`src/rtl/i2s_pkg.sv`:
```
// -----------------------------------------------------------------------------
// i2s_pkg
// Shared types and default parameters for the I2S microphone receiver.
//   i2s_channel_e    : slot identifier carried alongside each pushed sample
//   DEF_*            : default divider / slot / sample geometry
//   slot_enabled()   : whether a given slot produces FIFO pushes
// -----------------------------------------------------------------------------
package i2s_pkg;

    typedef enum logic [0:0] {
        CH_LEFT  = 1'b0,
        CH_RIGHT = 1'b1
    } i2s_channel_e;

    localparam int unsigned DEF_CLK_DIV      = 32'd4;
    localparam int unsigned DEF_SLOT_WIDTH   = 32'd32;
    localparam int unsigned DEF_SAMPLE_WIDTH = 32'd24;

    // Mono capture keeps the left slot only; stereo keeps both.
    function automatic logic slot_enabled(input logic slot, input logic stereo);
        return stereo | ~slot;
    endfunction

endpackage

```
`src/rtl/i2s_clkgen.sv`:
```
// -----------------------------------------------------------------------------
// i2s_clkgen
// Divides clk down to the I2S bit clock and flags the clk cycle whose closing
// edge makes SCK rise or fall.
//   clk, rst_n : system clock, synchronous active-low reset
//   enable     : run/stop; when low SCK and the divider are held at 0
//   sck        : registered bit clock (half-period = CLK_DIV clk cycles)
//   rise_stb   : high in the cycle whose closing edge drives SCK 0->1
//   fall_stb   : high in the cycle whose closing edge drives SCK 1->0
// -----------------------------------------------------------------------------
module i2s_clkgen
    import i2s_pkg::*;
#(
    parameter int unsigned CLK_DIV = DEF_CLK_DIV
) (
    input  logic clk,
    input  logic rst_n,
    input  logic enable,
    output logic sck,
    output logic rise_stb,
    output logic fall_stb
);

    localparam int unsigned      DIV_W    = (CLK_DIV > 32'd1) ? $clog2(CLK_DIV) : 32'd1;
    localparam logic [DIV_W-1:0] DIV_LAST = DIV_W'(CLK_DIV - 32'd1);

    logic [DIV_W-1:0] div_cnt_r;
    logic             sck_r;
    logic             toggle_s;

    // Toggle request: last divider count while running.
    always_comb begin
        toggle_s = 1'b0;
        if (enable && (div_cnt_r == DIV_LAST)) begin
            toggle_s = 1'b1;
        end else begin
            toggle_s = 1'b0;
        end
    end

    // Divider counter and SCK register; idle parks both at 0.
    always_ff @(posedge clk) begin
        if (!rst_n) begin
            div_cnt_r <= {DIV_W{1'b0}};
            sck_r     <= 1'b0;
        end else if (!enable) begin
            div_cnt_r <= {DIV_W{1'b0}};
            sck_r     <= 1'b0;
        end else if (toggle_s) begin
            div_cnt_r <= {DIV_W{1'b0}};
            sck_r     <= ~sck_r;
        end else begin
            div_cnt_r <= div_cnt_r + DIV_W'(1'b1);
            sck_r     <= sck_r;
        end
    end

    assign sck      = sck_r;
    assign rise_stb = toggle_s & ~sck_r;
    assign fall_stb = toggle_s & sck_r;

endmodule

```
`src/rtl/i2s_receiver.sv`:
```
// -----------------------------------------------------------------------------
// i2s_receiver
// I2S master receiver for a MEMS microphone. Generates SCK/WS, deserializes SD
// MSB-first into SAMPLE_WIDTH-bit samples and pushes each completed sample to
// the sample FIFO with a one-cycle strobe. A push that meets a full FIFO is
// dropped and raises a sticky overflow flag.
//   clk, rst_n        : system clock, synchronous active-low reset
//   enable_i          : run/stop; stopping aborts the current frame
//   i2s_sck_o         : bit clock to the microphone
//   i2s_ws_o          : word select (0 = left, 1 = right)
//   i2s_sd_i          : serial data from the microphone
//   wr_en_o           : FIFO write strobe (one cycle)
//   write_data_o      : captured sample, held until the next push
//   channel_o         : slot of the pushed sample, valid with wr_en_o
//   full_i            : FIFO full
//   overflow_o        : sticky drop indicator
//   clear_overflow_i  : clears overflow_o (a simultaneous drop wins)
// -----------------------------------------------------------------------------
module i2s_receiver
    import i2s_pkg::*;
#(
    parameter int unsigned CLK_DIV      = DEF_CLK_DIV,
    parameter int unsigned SLOT_WIDTH   = DEF_SLOT_WIDTH,
    parameter int unsigned SAMPLE_WIDTH = DEF_SAMPLE_WIDTH,
    parameter int unsigned STEREO       = 32'd0
) (
    input  logic                    clk,
    input  logic                    rst_n,
    input  logic                    enable_i,
    output logic                    i2s_sck_o,
    output logic                    i2s_ws_o,
    input  logic                    i2s_sd_i,
    output logic                    wr_en_o,
    output logic [SAMPLE_WIDTH-1:0] write_data_o,
    output logic                    channel_o,
    input  logic                    full_i,
    output logic                    overflow_o,
    input  logic                    clear_overflow_i
);

    localparam int unsigned      FRAME_BITS = 32'd2 * SLOT_WIDTH;
    localparam int unsigned      BIT_W      = $clog2(FRAME_BITS);
    localparam logic [BIT_W-1:0] BIT_LAST   = BIT_W'(FRAME_BITS - 32'd1);
    localparam logic [BIT_W-1:0] SLOT_LEN   = BIT_W'(SLOT_WIDTH);
    localparam logic [BIT_W-1:0] LSB_POS    = BIT_W'(SAMPLE_WIDTH);
    localparam logic             STEREO_EN  = (STEREO != 32'd0);

    logic                    sck_s;
    logic                    rise_stb_s;
    logic                    fall_stb_s;

    logic [BIT_W-1:0]        bit_cnt_r;
    logic [BIT_W-1:0]        bit_cnt_nxt_s;
    logic [BIT_W-1:0]        slot_bit_s;
    logic                    slot_s;
    logic                    ws_r;

    logic [SAMPLE_WIDTH-1:0] shift_r;
    logic                    shift_en_s;
    logic                    push_trig_s;

    logic                    push_pend_r;
    i2s_channel_e            push_ch_r;
    logic                    accept_s;
    logic                    drop_s;

    logic                    wr_en_r;
    logic [SAMPLE_WIDTH-1:0] write_data_r;
    i2s_channel_e            channel_r;
    logic                    overflow_r;

    i2s_clkgen #(
        .CLK_DIV (CLK_DIV)
    ) u_clkgen (
        .clk      (clk),
        .rst_n    (rst_n),
        .enable   (enable_i),
        .sck      (sck_s),
        .rise_stb (rise_stb_s),
        .fall_stb (fall_stb_s)
    );

    // Frame position decode: next bit count, slot, bit within slot, and the
    // capture/push qualifiers for the upcoming rise event.
    always_comb begin
        bit_cnt_nxt_s = {BIT_W{1'b0}};
        slot_s        = 1'b0;
        slot_bit_s    = {BIT_W{1'b0}};
        shift_en_s    = 1'b0;
        push_trig_s   = 1'b0;

        if (bit_cnt_r == BIT_LAST) begin
            bit_cnt_nxt_s = {BIT_W{1'b0}};
        end else begin
            bit_cnt_nxt_s = bit_cnt_r + BIT_W'(1'b1);
        end

        if (bit_cnt_r >= SLOT_LEN) begin
            slot_s     = 1'b1;
            slot_bit_s = bit_cnt_r - SLOT_LEN;
        end else begin
            slot_s     = 1'b0;
            slot_bit_s = bit_cnt_r;
        end

        // Bit 0 of each slot is the I2S one-bit delay; bits past the LSB are
        // padding from the microphone and are not captured.
        if (rise_stb_s && (slot_bit_s != {BIT_W{1'b0}}) && (slot_bit_s <= LSB_POS)) begin
            shift_en_s = 1'b1;
        end else begin
            shift_en_s = 1'b0;
        end

        if (rise_stb_s && (slot_bit_s == LSB_POS) && slot_enabled(slot_s, STEREO_EN)) begin
            push_trig_s = 1'b1;
        end else begin
            push_trig_s = 1'b0;
        end
    end

    // Frame bit counter and WS; WS follows the slot of the new count so it
    // changes on the same edge as the SCK fall.
    always_ff @(posedge clk) begin
        if (!rst_n) begin
            bit_cnt_r <= {BIT_W{1'b0}};
            ws_r      <= 1'b0;
        end else if (!enable_i) begin
            bit_cnt_r <= {BIT_W{1'b0}};
            ws_r      <= 1'b0;
        end else if (fall_stb_s) begin
            bit_cnt_r <= bit_cnt_nxt_s;
            ws_r      <= (bit_cnt_nxt_s >= SLOT_LEN);
        end else begin
            bit_cnt_r <= bit_cnt_r;
            ws_r      <= ws_r;
        end
    end

    // MSB-first shift register; SD is taken on the edge where SCK rises.
    always_ff @(posedge clk) begin
        if (!rst_n) begin
            shift_r <= {SAMPLE_WIDTH{1'b0}};
        end else if (!enable_i) begin
            shift_r <= {SAMPLE_WIDTH{1'b0}};
        end else if (shift_en_s) begin
            shift_r <= {shift_r[SAMPLE_WIDTH-2:0], i2s_sd_i};
        end else begin
            shift_r <= shift_r;
        end
    end

    // Push request: set by the LSB rise event of an enabled slot, consumed on
    // the following edge.
    always_ff @(posedge clk) begin
        if (!rst_n) begin
            push_pend_r <= 1'b0;
            push_ch_r   <= CH_LEFT;
        end else if (!enable_i) begin
            push_pend_r <= 1'b0;
            push_ch_r   <= CH_LEFT;
        end else begin
            push_pend_r <= push_trig_s;
            if (push_trig_s) begin
                push_ch_r <= slot_s ? CH_RIGHT : CH_LEFT;
            end else begin
                push_ch_r <= push_ch_r;
            end
        end
    end

    // A pending push either lands in the FIFO or is dropped on full; a stop
    // in the same cycle discards it.
    always_comb begin
        accept_s = 1'b0;
        drop_s   = 1'b0;
        if (push_pend_r && enable_i) begin
            accept_s = ~full_i;
            drop_s   = full_i;
        end else begin
            accept_s = 1'b0;
            drop_s   = 1'b0;
        end
    end

    // FIFO write port registers; data and channel only move on a real push.
    always_ff @(posedge clk) begin
        if (!rst_n) begin
            wr_en_r      <= 1'b0;
            write_data_r <= {SAMPLE_WIDTH{1'b0}};
            channel_r    <= CH_LEFT;
        end else begin
            wr_en_r <= accept_s;
            if (accept_s) begin
                write_data_r <= shift_r;
                channel_r    <= push_ch_r;
            end else begin
                write_data_r <= write_data_r;
                channel_r    <= channel_r;
            end
        end
    end

    // Sticky overflow; a drop outranks a clear, and run/stop leaves it alone.
    always_ff @(posedge clk) begin
        if (!rst_n) begin
            overflow_r <= 1'b0;
        end else if (drop_s) begin
            overflow_r <= 1'b1;
        end else if (clear_overflow_i) begin
            overflow_r <= 1'b0;
        end else begin
            overflow_r <= overflow_r;
        end
    end

    assign i2s_sck_o    = sck_s;
    assign i2s_ws_o     = ws_r;
    assign wr_en_o      = wr_en_r;
    assign write_data_o = write_data_r;
    assign channel_o    = channel_r;
    assign overflow_o   = overflow_r;

endmodule

```
`config.mk`:
```
export PLATFORM = sky130hd
export DESIGN_NAME = i2s_receiver
export DESIGN_NICKNAME = d
export VERILOG_FILES = /design/src/rtl/i2s_pkg.sv /design/src/rtl/i2s_clkgen.sv /design/src/rtl/i2s_receiver.sv
export SDC_FILE = /design/constraint.sdc
export NUM_CORES = 1
export LEC_CHECK = 0
export CAP_MARGIN = 20
export CORE_MARGIN = 2
export CORE_UTILIZATION = 45
export CTS_CLUSTER_DIAMETER = 60
export DETAILED_ROUTE_END_ITERATION = 16
export GPL_ROUTABILITY_DRIVEN = 1
export PLACE_DENSITY = 0.69
export SETUP_SLACK_MARGIN = 0.3
export SLEW_MARGIN = 20
export SYNTH_ARGS = -nofsm -noshare
export SYNTH_HDL_FRONTEND = slang
export SYNTH_SLANG_ARGS = --single-unit
```
`constraint.sdc`:
```
create_clock -name clk -period 1.5 [get_ports clk]
set_input_delay 0.3 -clock clk [delete_from_list [all_inputs] [get_ports clk]]
set_output_delay 0.3 -clock clk [all_outputs]
set_load 0.1 [all_outputs]
```
==> results of run 1 <==
[flip-flops by register name, summed over array words and instances (netlist names)]
| signal | flops |
|---|---|
| push_ch_r | 1 |
| bit_cnt_r | 6 |
| write_data_o | 24 |
| wr_en_o | 1 |
| u_clkgen.div_cnt_r | 2 |
| overflow_o | 1 |
| shift_r | 24 |
| channel_o | 1 |
| u_clkgen.sck | 1 |
| push_pend_r | 1 |
[how the worst max path moves through the flow]
stage	endpoint	slack, ns	cells after the start
CTS	shift_r[7]	0.03	7
floorplan	shift_r[10]	-0.005	4
finish	shift_r[13]	0.03	7
global placement	shift_r[0]	-0.27	5
detailed placement	write_data_o[2]	-0.28	6
global route	shift_r[21]	-0.04	7
[layout by cell type (no fill, tap or decap), types with 2 or more instances in the layout]
cell type,n
a21boi_0,23
a21boi_1,3
a21oi_1,3
a21oi_2,2
and2_1,3
buf_12,32
buf_4,15
buf_6,7
clkbuf_1,2
clkbuf_16,4
clkbuf_8,10
clkdlybuf4s50_1,3
clkinv_2,3
dfxtp_1,26
dfxtp_2,32
dfxtp_4,4
ha_4,3
mux2i_1,24
nand2_1,81
nand3_1,2
nor2_1,3
or3_4,2
xnor2_1,2
[cells by family (layout without fill, tap and decap cells)]
| logic type | after synthesis | count (layout) | share of synthesized area |
|---|---|---|---|
| and+or+nand+nor | 106 | 106 | 0.202 |
| muxes | 24 | 24 | 0.0995 |
| buffers and inverters | 17 | 83 | 0.0435 |
| xor gates and xnor gates | 3 | 3 | 0.0109 |
| DFF | 62 | 62 | 0.514 |
| AOI/OAI and AO/OA | 37 | 37 | 0.114 |
| adders and majority gates | 3 | 3 | 0.0156 |
[where the power goes]
group / leakage [nW] / internal [mW] / switching (mW)
combinational: 0.755 / 0.0386 / 0.0401
sequential: 0.519 / 1.64 / 0.00243
clock: 0.0861 / 0.636 / 0.625
[critical path, cell delays in order (launching register included)]
cell and delay [ns]:
dfxtp_4 0.37, inv_4 0.04, ha_4 0.16, nor4b_4 0.13, a211oi_4 0.20, buf_6 0.16
clkbuf_16 0.15, mux2i_1 0.17
[layout make-up]
class / instances / area, um^2 / area share
clock inverters: 4 / 22.5 / 0.00600
well taps: 70 / 87.6 / 0.0233
inverters: 2 / 10.0 / 0.00266
multi-input cells: 173 / 1170 / 0.312
clock buffers: 12 / 145 / 0.0386
repair buffers: 65 / 1020 / 0.272
flip-flops and latches: 62 / 1300 / 0.345
[routing by layer]
layer  GRT usage  up-vias
met3      0.0553       15
met4      0.0857        0
li1            -      966
met5           0        -
met2       0.297       42
met1       0.216      948
[repair_timing]
action | in CTS | in global routing
pin swaps | 10 | 5
gates resized for setup | 13 | 28
buffers inserted | 7 | 6
gates cloned | 1 | 4
setup endpoints to repair | 60 | 56
==> results_dict.tcl, run 1 <==
set metrics [dict create \
    synthFlopType "dfxtp_1" \
    routed_wl_mm 5.76 \
    cts_hold_repair.buffers 0 \
    pre_cts_ws_ns -0.285 \
    synth.most_common_cell "nand2_1" \
    placed_area_um2 3250 \
    io_buffer_count 34 \
    dieArea_um2 5970 \
    cp_max_fo 6 \
    syn_avg_cell_area_um2 9.58 \
    final_util 0.731 \
    synth_top_area_frac 0.514 \
    yosysWarnings 0 \
    viasPerCell 5.08 \
    rsz0062_at_grt "yes" \
    worstMarginPinSlew_ns 0.332 \
    finalCritPeriodShare 0.979 \
    worst_clock_skew_ns 0.00401 \
    gp_congestion 0.789 \
    grt_overflow_total 0 \
    syn_nets 261 \
    cts.clk_slew.worst_paths_ns 0.07 \
    fin_tns_setup_ns 0 \
    syn-cell-area_um2 2410 \
    io-pin-count 35 \
    vdd_drop_max_v 0.000453 \
    num_rows 26 \
    cts_tree "built" \
    status "finished clean" \
    p_leak_nw 1.36 \
    post-route-min-period_ns 1.47 \
    clockRootBuffer "clkbuf_8" \
    hpwl_mm 3.11 \
    critPathArrivalTime_ns 1.74 \
    timing.hold.ws_ns 0.345 \
    drv_slew 0 \
    ff2ff_path_depth 7 \
    ys_types 35 \
    cts-buffers-inserted 9 \
    setup_violations 0 \
    dr_wl_met3_um 272 \
    fin_nets 322 \
    yosys_register_bits 62 \
    regToRegEndpoint "shift_r[13]" \
    num_antenna_cells 0 \
    top_layer "met4" \
    hold_viol 0 \
    core_um2 5140 \
    clock_latency_ns 0.34 \
    r2r_slack_ns 0.03 \
    ys_seq_area_frac 0.514 \
    finalInstanceArea_um2 3760 \
    cts_sinks 62 \
    synth_commonest_cells "nand2_1, dfxtp_1, a21boi_0, mux2i_1, buf_2" \
    start_util 0.470 \
    r2r-start "bit_cnt_r[0]" \
    min_from "full_i" \
    cts_buffer_depth 2 \
    layout.cells.non_filler 388 \
    drive_gt1_frac 0.418 \
    synth.area.top_cells "dfxtp_1, nand2_1, mux2i_1, a21boi_0, ha_1" \
    synth_top_cell_by_area "dfxtp_1" \
    detail-route-antenna-nets 0 \
    grt_pass1_vias 1780 \
    drtIter0Drc 108 \
    worst_slack_ns 0.0314 \
    first_pass_iters 4 \
    crit_required_ns 1.77 \
    grt_usage 0.181 \
    met1_length_mm 2.45 \
    power_density_nw_per_um2 794 \
    drc 0 \
    worst_setup_path_start_kind "register" \
    die_x_um 77.2 \
    fillers 369 \
    slew_headroom 0.778 \
    cts_max_level 3 \
    hold_class "input pin to register" \
    p_total_mw 2.98 \
    antenna_found_initial 0 \
    ys_async_sr_fraction 0 \
    setup.worst_path.start "bit_cnt_r[0]" \
    placedCellCount 354 \
    synth-edff-count 0 \
    wl_met2_mm 2.88 \
    synthCells 252 \
    critPathCaptureType "register" \
    hold_end "overflow_o" \
    grt_pass1_wl_mm 8.36 \
    die_h_um 77.2 \
    wl_per_cell_um 14.8 \
    holdPathStages 3 \
    area_growth_pct 55.6 \
    drv_cap 0 \
    via_count 1971 \
    grt_max_degree 28 \
    worstSetupPathType "register to register" \
    max_freq_ghz 0.681 \
]
No activity file was read; power rests on OpenSTA's default activity.
==> run 2, diff against run 1 <==
DONT_BUFFER_PORTS = 1   (was unset)
PLACE_DENSITY = 0.6   (was 0.69)
==> run 2 against run 1 <==
Sequential cell count unchanged. Via count decreased by 10%. Wire length decreased by 17%. Die area unchanged. Largest cell class unchanged. Highest routed layer unchanged.
==> results_dict.tcl, run 2 (synthesis gave the netlist of run 1 again) <==
set metrics [dict create \
    clockRootBuffer "clkbuf_8" \
    grt_pass1_wl_mm 7.95 \
    start_util 0.470 \
    grt_util_met2 0.264 \
    die_x_um 77.2 \
    hold_class "input pin to register" \
    fillers 475 \
    io_buffer_count 0 \
    setup_violations 0 \
    drv_cap 0 \
    ff2ff_path_depth 7 \
    post-route-min-period_ns 1.48 \
    use_met3 0.0471 \
    die_h_um 77.2 \
    fin_nets 285 \
    placed_area_um2 2650 \
    setup.worst_path.start "bit_cnt_r[0]" \
    drtIter0Drc 51 \
    antenna_found_initial 0 \
    viasPerCell 5.03 \
    hpwl_mm 2.95 \
    cp_slowest_cell "dfxtp_4" \
    hold_viol 0 \
    critPathMaxStageDelay_ns 0.39 \
    crit_required_ns 1.77 \
    power_density_nw_per_um2 1020 \
    use_met1 0.210 \
    cts_max_level 3 \
    cp_max_fo 6 \
    regToRegEndpoint "shift_r[0]" \
    num_rows 26 \
    critPathCaptureType "register" \
    vdd_drop_max_v 0.000643 \
    worstMarginPinSlew_ns 0.529 \
    critPathArrivalTime_ns 1.75 \
    max_freq_ghz 0.674 \
    area_growth_pct 30.4 \
    r2r_slack_ns 0.02 \
    power.switching_uw 635 \
    io-pin-count 35 \
    worst_clock_skew_ns 0.00554 \
    clockPowerShare 0.484 \
    placedCellCount 328 \
    via_count 1767 \
    comb_power_share 0.012 \
    grt_overflow_total 0 \
    cts_buffer_depth 2 \
    cts-buffers-inserted 9 \
    clock_latency_ns 0.34 \
    r2r-start "bit_cnt_r[0]" \
    multi_input_area_um2 1140 \
    rsz0062_at_grt "yes" \
    most-common-layout-cells "nand2_1, a21boi_0, dfxtp_1" \
    drv_slew 0 \
    cts_tree "built" \
    worstSetupPathType "register to register" \
    path_cells "inv_4, ha_4, nor4b_4, a211oi_4, buf_4, buf_8, mux2i_1" \
    first_pass_iters 4 \
    finalInstanceArea_um2 3150 \
    status "finished clean" \
    fin_tns_setup_ns 0 \
    cts_sinks 62 \
    final_common_cell "nand2_1" \
    dieArea_um2 5970 \
    p_leak_nw 1.10 \
    detail-route-antenna-nets 0 \
    cts.clk_slew.worst_paths_ns 0.06 \
    holdPathStages 1 \
    worst_setup_path_start_kind "register" \
    intPower_mw 2.58 \
    grt_usage 0.170 \
    wl_per_cell_um 13.6 \
    grt_max_degree 30 \
    finalCritPeriodShare 0.990 \
    regArea_um2 1330 \
    num_antenna_cells 0 \
    gp_congestion 0.875 \
    p_sw_frac 0.198 \
    slew_headroom 0.647 \
    globalRoute.busiestLayer "met2" \
    grt_pass1_vias 1734 \
    p_seq_frac 0.504 \
    routed_wl_mm 4.78 \
    drive_gt1_frac 0.345 \
    drc 0 \
    core_um2 5140 \
    layout.cells.non_filler 351 \
    endpoint "shift_r[0]" \
]
[run 2: area by class of cell]
type	instances	area share
inverter	2	0.00318
sequential	62	0.423
multi-input combinational	173	0.364
timing repair buffer	28	0.113
clock buffer	13	0.0569
clock inverter	3	0.0127
tap	70	0.0278
[run 2: timing repair]
item                       CTS  global route
cloned                       0             1
hold buffers                 0             0
gates resized for setup     40            27
pin swaps                    6             3
buffers inserted             3             3
setup endpoints to repair   57            60
[run 2: through the flow]
stage               worst slack (ns)  hold slack [ns]  power (mW)  utilization
finish                        0.0156           0.0889        3.21        0.612
global route                 -0.0465           0.0764        3.31        0.612
detailed placement            0.0489            0.423        1.72        0.516
CTS                           0.0469           0.0753        3.26        0.590
global placement              0.0824            0.418        1.72        0.516
floorplan                   -0.00513            0.410        1.73            -
[run 2: power groups by stage]
stage | sequential [mW] | combinational [mW] | clock, mW
final | 1.62 | 0.0373 | 1.56
after global placement | 1.69 | 0.0354 | 0
after floorplan | 1.69 | 0.0391 | 0
after global routing | 1.62 | 0.0408 | 1.65
after detailed placement | 1.69 | 0.0358 | 0
after CTS | 1.62 | 0.0371 | 1.60
[run 2: layer usage]
| metal | up-vias | wire (um) |
|---|---|---|
| met5 | - | 0 |
| met4 | 0 | 103 |
| met3 | 9 | 220 |
| met2 | 36 | 2300 |
| met1 | 831 | 2150 |
| li1 | 891 | - |
[run 2: how the worst min path moves through the flow]
stage               startpoint   endpoint  slack [ns]
detailed placement   push_ch_r  push_ch_r        0.42
global route             rst_n    wr_en_o        0.08
finish                   rst_n    wr_en_o        0.09
floorplan            push_ch_r  push_ch_r        0.41
global placement     push_ch_r  push_ch_r        0.42
CTS                      rst_n    wr_en_o        0.08
[run 2: critical path: cells and delay by family (launching register included)]
family	cells	cell delay, ns
AO/OA/AOI/OAI	1	0.23
adder cells (fa/ha/maj)	1	0.16
buffers and inverters	3	0.34
flip-flops	1	0.39
multiplexers	1	0.17
AND/OR/NAND/NOR	1	0.13
==> edit 1: new RTL, config.mk and constraints of run 1 <==
`DEF_CLK_DIV`: 32'd4 -> 32'd2.
--- a/src/rtl/i2s_pkg.sv
+++ b/src/rtl/i2s_pkg.sv
@@ -12,7 +12,7 @@
         CH_RIGHT = 1'b1
     } i2s_channel_e;
 
-    localparam int unsigned DEF_CLK_DIV      = 32'd4;
+    localparam int unsigned DEF_CLK_DIV      = 32'd2;
     localparam int unsigned DEF_SLOT_WIDTH   = 32'd32;
     localparam int unsigned DEF_SAMPLE_WIDTH = 32'd24;
 
Formal check against the unedited RTL: not equivalent (Yosys sat finds a counterexample within 4 cycles, from zero or initial values and one cycle with rst_n low).
==> edit 1 against run 1 <==
- global-route usage up 1.9 points
- synthesized area down 2.2%
- utilization down 0.62 points
- final area down 2.1%
- worst setup slack worse by 0.13 ns
- critical path type unchanged
- highest routed layer unchanged
- sequential cell count unchanged
- the run now ends with negative setup slack left
- combinational power up 25%
- total power up 9.7%
- routed wire length down 3.3%
==> edit 1: results (changes against run 1) <==
library cells used by synthesis -> 32 (-8.6%)
sw frac -> 21.0% (-1.4 points)
Placed Instance Area -> 0.00321 mm2 (-1.1%)
failing checks -> negative setup slack
Seq/Total Area, Yosys -> 52.6% (+1.2 points)
net count after synthesis -> 260 (-0.38%)
vias in the first global route -> 1,947 (+9.4%)
min-delay src -> shift_r[23]
maximum fanout along the worst path -> 12 (+6)
Lkg Pwr -> 1.29 nW (-5.0%)
DR vias -> 1,957 (-0.71%)
pwr/cell area -> 890 mW/mm2 (+12%)
Rel. slew slack -> 73.4% (-4.4 points)
first-pass GRT wire length -> 9050 um (+8.3%)
largest net degree at the start of global routing -> 25 (-11%)
crit path DAT -> 1.83 ns (+0.09 ns)
Post-Place Worst Slack -> -0.369 ns (-0.0845 ns)
Final Worst Setup Slack -> -0.0976 ns (-0.129 ns)
Met3 Routed Length -> 186 um (-32%)
status -> complete, but fails checks
Total GRT Usage -> 20.0% (+1.9 points)
Metal-1 WL -> 2360 um (-3.8%)
top cells by area, synth -> dfxtp_1 53%, mux2i_1 10%, nand2_1 9.2%
slowest CP cell -> dfxtp_2
Die W -> 76.4 um (-1.1%)
Fin Clk Skew -> 0.00818 ns (+0.00417 ns)
final wirelength -> 5570 um (-3.3%)
met2 wire length -> 2870 um (-0.38%)
Setup Viol. Count Final -> 24 (+24)
critical path's top delay family -> buffers and inverters
DP HPWL -> 3060 um (-1.4%)
# fillers -> 342 (-7.3%)
1st-iter DRT viols -> 134 (+24%)
-- edit 1: timing repair --
item,in CTS,in global routing
setup buffers,7,3
resized for setup,17,15
setup endpoints to repair,58,54
gates cloned,5,0
pin swaps,5,11
hold endpoints to repair,0,0
-- edit 1: final timing paths --
kind | to | slack (ns) | cells after the start
worst max-delay path | shift_r[18] | -0.1 | 8
worst min-delay path | write_data_o[23] | 0.46 | 2
worst max register to register | shift_r[18] | -0.1 | 8
worst min register to register | write_data_o[23] | 0.46 | 2
-- edit 1: per-layer routing --
layer | up-vias | GRT usage, %
li1 | 964 | -
met1 | 936 | 22.0
met3 | 15 | 3.91
met5 | - | 0
met4 | 0 | 12.5
met2 | 42 | 35.3
-- edit 1: logic make-up (layout without fill, tap and decap cells) --
kind of cell,count (synthesis),count (layout),share of synthesized area (%)
AO/OA/AOI/OAI,35,35,11.0
XOR/XNOR,4,4,1.48
adder cells (fa/ha/maj),2,2,1.06
buffers and inverters,17,81,3.71
flip-flops,62,62,52.6
multiplexers,24,24,10.2
AND/OR/NAND/NOR,108,110,19.9
-- edit 1: worst register-to-register path, delay by kind of cell (launching register included) --
| family | cells | cell delay [ns] |
|---|---|---|
| compound gates | 1 | 0.22 |
| buf+inv | 3 | 0.38 |
| flops | 1 | 0.33 |
| fa+ha+maj | 1 | 0.16 |
| mux | 1 | 0.21 |
| simple gates | 2 | 0.19 |
-- edit 1: metrics by stage --
stage               setup TNS, ns  power [mW]  util, %  std cells
floorplan                   -3.14        1.73        -        252
global placement           -11.09        1.77     63.3        358
detailed placement         -13.07        1.77     63.3        358
CTS                         -1.76        3.28     71.3        385
global route                -2.77        3.35     72.5        388
finish                      -1.38        3.27     72.5        388
-- edit 1: layout make-up --
class / instances / share of cell area (%)
clock inverters: 3 / 1.12
multi-input cells: 175 / 30.4
flip-flops and latches: 62 / 35.0
well taps: 70 / 2.38
inverters: 2 / 0.204
clock buffers: 12 / 4.49
repair buffers: 64 / 26.4
-- edit 1: power by group through the flow --
stage,Clock (mW),Combinational (mW),Sequential [mW]
2_1_floorplan,0,0.0379,1.69
3_3_place_gp,0,0.0882,1.69
3_5_place_dp,0,0.0886,1.69
4_1_cts,1.54,0.0954,1.65
5_1_grt,1.60,0.104,1.65
6_report,1.53,0.0986,1.65
==> edit 2: new RTL, flow settings as in run 1 <==
Made on the original files. Put one more register stage on the output `overflow_o`. The value now appears one clock later. The other outputs are not delayed to match.
--- a/src/rtl/i2s_receiver.sv
+++ b/src/rtl/i2s_receiver.sv
@@ -218,7 +218,9 @@
     assign wr_en_o      = wr_en_r;
     assign write_data_o = write_data_r;
     assign channel_o    = channel_r;
-    assign overflow_o   = overflow_r;
+    always_ff @(posedge clk) begin
+        overflow_o <= overflow_r;
+    end
 
 endmodule
 
Behaviour: no difference found for any inputs over 10 cycles, from zero or initial values and one cycle with rst_n low; that may be too few to reach the edited logic, so the function may still have changed.
==> edit 2 against run 1 <==
- the run now ends with negative setup slack left
- synthesized area grew 0.83%
- routed wire length shrank 0.12%
- total power grew 10%
- via count grew 0.41%
- largest cell class unchanged
- final area grew 2.1%
- sequential cell count grew 1
- critical path depth is the same
- die area grew 0.79%
- worst setup slack lost 0.042 ns
- cell count shrank 0.26%
- critical endpoint is now shift_r[22]
- non-clock buffer count shrank 2
- first-iteration DRC count grew 4.6%
==> edit 2: results (changes against run 1) <==
status -> complete, but fails checks
failing checks -> negative setup slack
Non-clock buffers -> 63 (-3.1%)
GRT met3 Usage -> 4.88% (-0.65 points)
Lkg Pwr -> 1.40 nW (+2.9%)
Total GRT Usage -> 18.0% (-0.076 points)
dpl cells -> 350 (-1.1%)
M2 GR Usage -> 30.7% (+1.0 points)
maximum vdd drop -> 1.04 mV (+130%)
Net Sw Power -> 0.662 mW (-0.86%)
syn_area_per_cell -> 9.62 um2 (+0.43%)
clock network share of area -> 5.35% (+0.89 points)
DR vias -> 1,979 (+0.41%)
# nets final -> 321 (-0.31%)
crit path DAT -> 1.77 ns (+0.03 ns)
Final Non-Filler Cells -> 387 (-0.26%)
top cells by area, synth -> dfxtp_1 52%, nand2_1 13%, mux2i_1 9.9%
Placed Instance Area -> 0.00324 mm2 (-0.15%)
Synth top cells by count -> 82 x nand2_1, 63 x dfxtp_1, 26 x a21boi_0
first-pass GRT wire length -> 8400 um (+0.50%)
Rel. slew slack -> 76.9% (-0.87 points)
# fillers -> 341 (-7.6%)
Met3 Routed Length -> 204 um (-25%)
setup tns final -> -0.0103 ns (-0.0103 ns)
Final Worst Setup Slack -> -0.0103 ns (-0.0417 ns)
critical path's top delay family -> flip-flops
Fin Clk Skew -> 0.00754 ns (+0.00353 ns)
routability cong. -> 0.822 (+4.2%)
sw frac -> 20.1% (-2.3 points)
Seq area share -> 34.3% (-0.20 points)
met1 global-route usage -> 20.2% (-1.4 points)
Metal-1 WL -> 2390 um (-2.8%)
Avg WL per Cell -> 14.9 um (+0.14%)
Seq/Total Area, Yosys -> 51.8% (+0.40 points)
multi-input logic area -> 0.00117 mm2 (-0.32%)
Post-Place Worst Slack -> -0.270 ns (+0.0144 ns)
largest net degree at the start of global routing -> 28 (unchanged)
Core Util, Final -> 74.2% (+1.1 points)
Setup Viol. Count Final -> 1 (+1)
NonClk Buf Share -> 27.3% (+0.12 points)
DP HPWL -> 3000 um (-3.5%)
Synth Register Bits -> 63 (+1.6%)
layout cells sized above 1 -> 40.7% (-1.1 points)
met2 wire length -> 3020 um (+4.8%)
vias in the first global route -> 1,837 (+3.2%)
[edit 2: cell types whose count changed in the layout (fill, tap and decap cells not counted), sizes merged]
cell,delta
buf,-2
dfxtp,+1
clkinvlp,-1
clkinv,-1
bufinv,+2
[edit 2: cells by family after synthesis]
group	synth area share, %
buffers and inverters	4.32
muxes	9.87
xor gates and xnor gates	1.08
adders and majority gates	1.54
AOI/OAI and AO/OA	11.3
and+or+nand+nor	20.1
DFF	51.8
[edit 2: what timing repair did]
| action | CTS | global route |
|---|---|---|
| hold buffers | 0 | 0 |
| buffers inserted | 9 | 5 |
| resized for setup | 20 | 32 |
| cloned | 2 | 5 |
| pin swaps | 9 | 5 |
| setup endpoints to repair | 59 | 58 |
[edit 2: path summary, 6_finish.rpt]
check	startpoint	to	slack, ns
worst max-delay path	bit_cnt_r[0]	shift_r[22]	-0.01
worst min-delay path	full_i	overflow_r	0.30
worst max register to register	bit_cnt_r[0]	shift_r[22]	-0.01
worst min register to register	overflow_r	overflow_o	0.36
